[config.mk]
export PLATFORM = sky130hd
export DESIGN_NAME = seq_alu
export DESIGN_NICKNAME = d
export VERILOG_FILES = /design/src/rtl/seq_alu.sv
export SDC_FILE = /design/constraint.sdc
export NUM_CORES = 1
export LEC_CHECK = 0
export ABC_AREA = 1
export BUFFER_PORTS_ARGS = -buffer_cell sky130_fd_sc_hd__buf_2
export CORE_UTILIZATION = 46
export CTS_CLUSTER_DIAMETER = 120
export DETAILED_ROUTE_END_ITERATION = 10
export GPL_TIMING_DRIVEN = 0
export PLACE_DENSITY = 0.66
export SLEW_MARGIN = 20
export SYNTH_ARGS = -nofsm -noshare
export SYNTH_HDL_FRONTEND = slang
export SYNTH_SLANG_ARGS = --single-unit
[constraint.sdc]
create_clock -name clk -period 1.6 [get_ports clk]
set_input_delay 0 -clock clk [delete_from_list [all_inputs] [get_ports clk]]
set_output_delay 0 -clock clk [all_outputs]
set_load 0.02 [all_outputs]
[src/rtl/seq_alu.sv]
// Multi-cycle ALU: single-cycle arithmetic/logic ops, plus an iterative
// one-bit-per-cycle shifter for SRA/SRL/SLL/ROR, with a start/busy/done handshake.
module seq_alu #(
  parameter int WIDTH = 8
) (
  input  logic                       clk,
  input  logic                       reset,
  input  logic                       start,
  input  logic [2:0]                 op,
  input  logic [WIDTH-1:0]           a,
  input  logic [WIDTH-1:0]           b,
  input  logic [$clog2(WIDTH)-1:0]   shamt,
  output logic                       busy,
  output logic                       done,
  output logic [WIDTH-1:0]           result,
  output logic                       ovf
);

  localparam int SHW = $clog2(WIDTH);

  localparam logic [2:0] OP_SRA = 3'b000;
  localparam logic [2:0] OP_SRL = 3'b001;
  localparam logic [2:0] OP_SUB = 3'b010;
  localparam logic [2:0] OP_ADD = 3'b011;
  localparam logic [2:0] OP_SLL = 3'b100;
  localparam logic [2:0] OP_ROR = 3'b101;
  localparam logic [2:0] OP_AND = 3'b110;
  localparam logic [2:0] OP_OR  = 3'b111;

  typedef enum logic {IDLE, SHIFT} state_t;

  state_t           state, stateNext;
  logic [2:0]       opLat, opLatNext;
  logic [SHW-1:0]   count, countNext;
  logic [WIDTH-1:0] resultNext;
  logic             ovfNext, doneNext;

  logic signed [WIDTH-1:0] aS, bS, sumS, diffS;

  function automatic logic isShift(input logic [2:0] o);
    return (o == OP_SRA) || (o == OP_SRL) || (o == OP_SLL) || (o == OP_ROR);
  endfunction

  function automatic logic [WIDTH-1:0] shiftStep(input logic [2:0] o,
                                                 input logic [WIDTH-1:0] v);
    case (o)
      OP_SRA:  return {v[WIDTH-1], v[WIDTH-1:1]};
      OP_SRL:  return {1'b0, v[WIDTH-1:1]};
      OP_SLL:  return {v[WIDTH-2:0], 1'b0};
      OP_ROR:  return {v[0], v[WIDTH-1:1]};
      default: return v;
    endcase
  endfunction

  // Overflow when the true result sign cannot be represented: the effective
  // operand signs agree yet the wrapped result sign differs from a's.
  function automatic logic addSubOvf(input logic isSub,
                                     input logic signed [WIDTH-1:0] x,
                                     input logic signed [WIDTH-1:0] y,
                                     input logic signed [WIDTH-1:0] s);
    logic signsMatch;
    signsMatch = isSub ? (x[WIDTH-1] != y[WIDTH-1]) : (x[WIDTH-1] == y[WIDTH-1]);
    return signsMatch && (s[WIDTH-1] != x[WIDTH-1]);
  endfunction

  assign aS    = $signed(a);
  assign bS    = $signed(b);
  assign sumS  = aS + bS;
  assign diffS = aS - bS;
  assign busy  = (state == SHIFT);

  always_comb begin
    stateNext  = state;
    opLatNext  = opLat;
    countNext  = count;
    resultNext = result;
    ovfNext    = ovf;
    doneNext   = 1'b0;
    case (state)
      IDLE: begin
        if (start) begin
          opLatNext = op;
          ovfNext   = 1'b0;
          if (isShift(op) && (shamt != '0)) begin
            resultNext = a;
            countNext  = shamt;
            stateNext  = SHIFT;
          end else begin
            countNext = '0;
            doneNext  = 1'b1;
            case (op)
              OP_ADD: begin
                resultNext = sumS;
                ovfNext    = addSubOvf(1'b0, aS, bS, sumS);
              end
              OP_SUB: begin
                resultNext = diffS;
                ovfNext    = addSubOvf(1'b1, aS, bS, diffS);
              end
              OP_AND:  resultNext = a & b;
              OP_OR:   resultNext = a | b;
              default: resultNext = a;
            endcase
          end
        end
      end
      SHIFT: begin
        resultNext = shiftStep(opLat, result);
        countNext  = count - 1'b1;
        if (count == SHW'(1)) begin
          stateNext = IDLE;
          doneNext  = 1'b1;
        end
      end
      default: stateNext = IDLE;
    endcase
  end

  always_ff @(posedge clk or posedge reset) begin
    if (reset) begin
      state  <= IDLE;
      opLat  <= '0;
      count  <= '0;
      result <= '0;
      ovf    <= 1'b0;
      done   <= 1'b0;
    end else begin
      state  <= stateNext;
      opLat  <= opLatNext;
      count  <= countNext;
      result <= resultNext;
      ovf    <= ovfNext;
      done   <= doneNext;
    end
  end

endmodule

Word level (Yosys, flattened, before mapping) --
Index checks and enable logic that the tools add are counted.
Storage, ports and cells: output and inout bits 11, bits in registers 17, memory bits (writable) 0, memories kept 0, latch bits 0, memory bits (read-only) 0, logic and storage cells 62
Cells by class: eq/ne operators 19, div/mod/pow operators 0, bitwise operators 3, mux-type cells 18, multipliers 0, shift-type cells 0, magnitude comparators 0, $add $sub $neg 3, reductions and logical operators 12
Operator list (number):
- $pmux W8 S4 | 2
- $eq A3 B3 Y1 const B | 6
- $mux W8 | 2
- $pmux W8 S2 | 1
- $eq A3 B1 Y1 const B | 3
- $add A8 B8 Y8 | 1
- $and A8 B8 Y8 | 1
- $or A8 B8 Y8 | 1
- $sub A8 B8 Y8 | 1
- $mux W1 | 7
- $eq A3 B2 Y1 const B | 2
- $logic_not A3 Y1 | 2
- $mux W3 | 2
- $pmux W1 S2 | 3
- $pmux W3 S2 | 1
- $ne A5 B1 Y1 const B | 1
- $ne A2 B2 Y1 const B | 2
- $ne A4 B1 Y1 const B | 1
- $reduce_and A2 Y1 | 2
- $logic_and A1 B1 Y1 | 3
- $logic_or A1 B1 Y1 | 3
- $ne A1 B1 Y1 | 3
- $reduce_and A3 Y1 | 1
- $reduce_bool A3 Y1 | 1
- 3 further kinds | 3

Logic depth before layout (Yosys ltp) --
Gate-level depths: netlist of run 1.
word-level depth 8, gate-level depth with buffers 15, mapped depth without buffers 14

Worst setup path after synthesis of run 1 --
Ideal clock, no wire load.
path kind reg2reg, start register state (netlist: busy), end register result[1], clock period less this slack 1413 ps, stages on the path, launching flop included 9, path slack 187 ps, data arrival time 1286 ps, cell sequence dfrtp_1 buf_4 inv_2 nand2_4 inv_2 a21oi_4 inv_2 o211ai_1 o21ai_1
On the way: cells in the longest elaborated chain, start to end 3
Ends and longest elaborated chain:
- from (decl) | line 32 | state_t state, stateNext;
- from (signal assigned) | line 128 | state <= stateNext;
- $not A1 Y1 (no source line)
- $ne A2 B2 Y1 (no source line)
- $reduce_and A2 Y1 (no source line)
- to (signal assigned) | line 131 | result <= resultNext;
- to (decl) | line 15 | output logic [WIDTH-1:0] result,
Parallel ways exist; a longest one is shown, timed or not. A chain may end at the register's enable or synchronous reset.

Worst setup path in the final report of run 1 --
Same ends and word-level chain as after synthesis.

==> metrics, run 1 <==
core area 0.00438 sq mm; vias per inst about 5.2; row count 24; placed cell areas ~0.0023 sq mm; Least-Margin Pin Slew 0.648 ns; Placer Congestion about 0.86; first-pass GRT wire length a little under 9000 um; maximum VDD drop 0.000430 V; crit-path cells buf_6 > inv_2 > nand2_4 > inv_2 > a21oi_4 > inv_2 > o211ai_1 > o21ai_1; die area 0.00487 sq mm; final setup TNS 0 ns; LEAKAGE 1.35 nW; asr flop ratio synth 1.00; Die Span X 69.8 um; CP bufs+invs 4; DRC Markers 0; pin count of the biggest net entering global routing 18; final setup fails 0; nature of the critical path endpoint flop; initial DRC count 156; Synth warnings 0; port buffer count 34; Req. time, crit path 1.74 ns; largest cells by area after synthesis dfrtp_1 (20%), ha_1 (15%), nand2_1 (14%), inv_1 (9.2%), nand3_1 (7.1%); most used cell, CP inv_2; hold_ws 0.00696 ns; Final Hold Vio Count 0; syn_area_per_cell 6.38 sq um; detailed-placement wirelength estimate 4380 um; Die H 69.8 um; CTS buffer count 3; sequential fraction of the synthesis area 0.201; post-synth top area cell dfrtp_1; Synth Register Bits 17; Hold Crit Class in2reg; Layout Skew between 0.004 and 0.005 ns; TritonCTS clock tree done; Setup CP Type reg2reg; ANT nets after route 0; Startpoint Class flop; NumNets Final 428; area taken by multi-input logic gates 0.00141 sq mm; Reg area between 400 and 500 sq um; I/O pin count 36; initial core utilization 0.482; number of synthesized flops with an enable pin 0; family with the most delay on the worst path buffers and inverters; post-synthesis cell type count 32; Final Critical Period 1.48 ns; Slowest cell on crit path dfrtp_1; share of post-route cells with drive strength above 1 0.184; Clk Latency, worst-skew pair 0.26 ns; relative slew slack 0.567; GRT overflow 0; Design Power 2.88 mW; Final Cell Area 0.00245 sq mm; # fillers ~440; root buffer cell clkbuf_8; Area Overhead vs Synth 15.9%; worst reg2reg setup slack 0.12 ns; CTS sink count 17; crit path max fanout 10; CTS clk-pin slew, worst paths 0.07 ns; Pre-Repair DR Iteration Count 4; Primary FF master, synth dfrtp_1; most frequent cells in the layout nand2_1 (77), inv_1 (52), buf_2 (39); initial antenna violation count 0; Routed WL per cell between 10 and 15 um; drt total wl 5340 um; final period utilization 0.926; MaxCap Viol Count 0; gr usage total 0.226; Synth Cell Area 0.00211 sq mm; Critical path origin busy; share of the synthesized area in the top cell type 0.201; commonest non-fill, non-tap cell in the layout nand2_1; final setup margin 0.118 ns; number of global-route vias before repair 2012; reg-to-reg startpoint busy; hold path start shamt[1]; max-slew violations 0; Worst Path Arrival 1.62 ns; status finished, final reports clean; clock tree buffer depth 2; Mapped Cells 331; RSZ-0062 raised after global routing false; worst slack, placed -0.0453 ns; final core utilization 0.559; dpl cells 417; fmax 675 MHz; syn_nets 383; n_diodes 0; P per Cell Area 1180 mW/mm^2; Crit path largest cell delay 0.36 ns; H-tree lvl count 1; Non-Filler Instances around 430; Vias 2234
==> cells by family after synthesis <==
kind of cell               count (synthesis)  share of synthesized area
adders and majority gates                 27                      0.167
and+or+nand+nor                          155                      0.317
AOI/OAI and AO/OA                         62                      0.180
buffers and inverters                     69                      0.131
xor gates and xnor gates                   1                    0.00415
DFF                                       17                      0.201
==> sequential cells by signal, indices dropped and copies added (netlist names) <==
register,flops
opLat,3
done,1
count,3
busy,1
result,8
ovf,1
==> report_power, final <==
group	leakage (nW)	internal [mW]	total, mW	switching [mW]
clock	0.0255	0.173	0.329	0.156
combinational	1.12	0.654	1.74	1.08
sequential	0.203	0.646	0.809	0.164
==> layout make-up <==
cell class	count	share of cell area
inverters	61	0.0935
plain buffers	8	0.0210
repair buffers	40	0.0899
flip-flops and latches	17	0.174
clock inverters	1	0.00204
well taps	52	0.0266
clock buffers	3	0.0169
multi-input cells	245	0.576
==> layer usage <==
| layer | routed length (um) | share of wire | vias up | track usage |
|---|---|---|---|---|
| met3 | 252 | 0.047 | 8 | 0.0160 |
| met2 | 2680 | 0.50 | 50 | 0.413 |
| li1 | - | - | 1150 | - |
| met4 | 91 | 0.017 | 0 | 0.0756 |
| met1 | 2320 | 0.43 | 1026 | 0.278 |
| met5 | 0 | 0 | - | 0 |
==> synth_stat cells (2+ instances only) <==
cell type   n
buf_2       5
a21oi_1    25
inv_2       8
inv_1      52
buf_4       3
o21ai_1     2
nand3_1    30
nand4_1     6
a21oi_4     2
o22ai_1     3
a211oi_1    2
dfrtp_1    17
fa_1        2
nand2_2     3
nand2_1    77
ha_1       25
o211ai_1    5
nor2_1     34
o21ai_0    15
nor2_2      2
a21oi_2     2
==> final timing paths <==
path,cells after the start,end
min in group asynchronous,3,done
max,8,result[1]
min,3,count[1]
min reg2reg,2,ovf
max reg2reg,8,result[1]
max in group asynchronous,3,result[2]
==> worst min-delay path, delay by kind of cell <==
| family | cells | cell delay (ns) |
|---|---|---|
| buffers and inverters | 1 | 0.09 |
| and+or+nand+nor | 1 | 0.05 |
| AOI/OAI and AO/OA | 1 | 0.08 |
==> repair_timing <==
item,4_1_cts,5_1_grt
endpoints found under the setup margin,0,1
hold endpoints to repair,18,0
resized for setup,0,1
buffers inserted,0,4
hold buffers,2,0
Note: power is estimated with default switching activity, not from simulation.
==> run 2, diff against run 1 <==
--- a/config.mk
+++ b/config.mk
@@ -6,7 +6,7 @@
 export NUM_CORES = 1
 export LEC_CHECK = 0
 export ABC_AREA = 1
-export BUFFER_PORTS_ARGS = -buffer_cell sky130_fd_sc_hd__buf_2
+export BUFFER_PORTS_ARGS = -buffer_cell sky130_fd_sc_hd__buf_4
 export CORE_UTILIZATION = 46
 export CTS_CLUSTER_DIAMETER = 120
 export DETAILED_ROUTE_END_ITERATION = 10
==> constraint.sdc (replaced) <==
create_clock -name clk -period 1.6 [get_ports clk]
set_input_delay 0.16 -clock clk [delete_from_list [all_inputs] [get_ports clk]]
set_output_delay 0.16 -clock clk [all_outputs]
set_load 0.02 [all_outputs]
==> run 2 against run 1 <==
  * The flow now finishes with violations (negative hold slack)
  * Routed wire length rose by 1.2%
  * Global-route usage rose by 0.74 points
  * Clock skew rose by 0.00075 ns
  * Critical path depth did not move
  * Cell count fell by 0.94%
  * Total power rose by 2.2%
  * Sequential share of layout area fell by 0.42 points
==> metrics, run 2 (synthesis gave the netlist of run 1 again) <==
status finished, violations left (was finished, final reports clean); failing checks negative hold slack; max-slew violations 0 (unchanged); clock tree buffer depth 2 (unchanged); CP bufs+invs 4 (unchanged); final setup TNS 0 ns (unchanged); CTS sink count 17 (unchanged); Crit path largest cell delay 0.35 ns (was 0.36 ns); family with the most delay on the worst path buffers and inverters (unchanged); Req. time, crit path 1.74 ns (about the same); number of global-route vias before repair 2057 (was 2012); Largest regs result: 8 flops, count: 3 flops, opLat: 3 flops (unchanged); root buffer cell clkbuf_8 (unchanged); Worst Path Arrival 1.66 ns (was 1.62 ns); ANT nets after route 0 (unchanged); Area Overhead vs Synth 18.8% (was 15.9%); Clk Latency, worst-skew pair 0.26 ns (about the same); fmax 656 MHz (was 675 MHz); die area 0.00487 sq mm (unchanged); H-tree lvl count 1 (unchanged); Final Cell Area 0.00251 sq mm (was 0.00245 sq mm); commonest non-fill, non-tap cell in the layout nand2_1 (unchanged); Slowest cell on crit path dfrtp_1 (unchanged); n_diodes 0 (unchanged); share of post-route cells with drive strength above 1 0.197 (was 0.184); Least-Margin Pin Slew 0.639 ns (was 0.648 ns); drt total wl 5400 um (was 5340 um); Final Hold Vio Count 17 (was 0); pin count of the biggest net entering global routing 18 (unchanged); initial DRC count 130 (was 156); Setup CP Type reg2reg (unchanged); Die H 69.8 um (unchanged); initial antenna violation count 0 (unchanged); max reg flops 8 (unchanged); CTS buffer count 3 (unchanged); crit-path cells buf_4 > inv_2 > nand2_4 > inv_2 > a21oi_4 > inv_2 > o211ai_1 > o21ai_1 (was buf_6 > inv_2 > nand2_4 > inv_2 > a21oi_4 > inv_2 > o211ai_1 > o21ai_1); Startpoint Class flop (unchanged); Routed WL per cell 12.8 um (was 12.5 um); first-pass GRT wire length 9240 um (was 8870 um); vias per inst 5.19 (was 5.23); GRT overflow 0 (unchanged); gr usage total 0.233 (was 0.226); nature of the critical path endpoint flop (unchanged); cts hold-fix bufs 0 (was 2); MaxCap Viol Count 0 (unchanged); row count 24 (unchanged); port buffer count 34 (unchanged); # fillers 462 (was 441); Die Span X 69.8 um (unchanged); relative slew slack 0.573 (was 0.567); I/O pin count 36 (unchanged); final period utilization 0.953 (was 0.926); P per Cell Area 1170 mW/mm^2 (was 1180 mW/mm^2); CTS clk-pin slew, worst paths 0.07 ns (about the same); hold_ws -0.0136 ns (was 0.00696 ns); crit path max fanout 10 (unchanged); core area 0.00438 sq mm (unchanged); NumNets Final 424 (was 428); most used cell, CP inv_2 (unchanged); final setup fails 0 (unchanged); initial core utilization 0.482 (unchanged); DRC Markers 0 (unchanged); Hold Crit Class in2async (was in2reg); Largest Register result (unchanged); most frequent cells in the layout nand2_1 (75), inv_1 (50), buf_4 (38) (was nand2_1 (77), inv_1 (52), buf_2 (39)); LEAKAGE 1.36 nW (was 1.35 nW); TritonCTS clock tree done (unchanged); detailed-placement wirelength estimate 4310 um (was 4380 um); Final Critical Period 1.52 ns (was 1.48 ns); Vias 2195 (was 2234); placed cell areas 0.00243 sq mm (was 0.00235 sq mm); maximum VDD drop 0.000473 V (was 0.000430 V); Pre-Repair DR Iteration Count 4 (unchanged); Placer Congestion 0.847 (was 0.858); Layout Skew 0.00489 ns (was 0.00414 ns)
## run 2: cell count changes in the layout (fill, tap and decap cells not counted), moves of 2 or more
cell and change:
buf_2 -34, dlygate4sd3_1 -2, inv_1 -2, buf_4 +32, nand2_2 +2, nand2_1 -2, inv_2 +2
## run 2: path summary, 6_finish.rpt
path	start	to	slack (ns)	depth (start not counted)
worst max-delay path	busy	result[1]	0.08	8
worst max register to register	busy	result[1]	0.08	8
worst min register to register	ovf	ovf	0.50	2
min in group clk	shamt[0]	count[0]	0.15	3
max in group asynchronous	reset	result[2]	1.20	2
worst min-delay path	reset	done	-0.01	2
## run 2: metrics by stage
step	hold WS (ns)	cells	power [mW]	setup WS [ns]	utilization
after floorplan	0.0861	331	2.02	0.175	-
after global placement	0.290	417	2.57	-0.179	0.555
after detailed placement	0.286	417	2.58	-0.191	0.555
after CTS	0.0113	421	2.91	0.0663	0.566
after global routing	0.0543	423	3.20	-0.0175	0.572
final	-0.0136	423	2.94	0.0753	0.572
## run 2: metal layers
layer  GRT usage  vias up  share of wire
li1            -     1149              -
met1       0.291      996           0.45
met2       0.426       44           0.50
met3     0.00872        6          0.038
met4      0.0800        0          0.013
met5           0        -              0
## run 2: area by class of cell
cell class,count,area (sq um),share of cell area
sequential,17,425,0.169
tap,52,65.1,0.0259
multi-input combinational,245,1420,0.567
buffer,8,51.3,0.0204
inverter,61,229,0.0912
clock inverter,1,5.00,0.00199
clock buffer,3,41.3,0.0165
timing repair buffer,36,270,0.108
## run 2: what timing repair did
item,in CTS,in global routing
setup buffers,0,2
endpoints found under the setup margin,0,5
resized for setup,0,8
## run 2: power breakdown
group          internal, mW  switching, mW  leakage [nW]
Combinational         0.711           1.09          1.13
Clock                 0.173          0.155        0.0255
Sequential            0.646          0.170         0.203
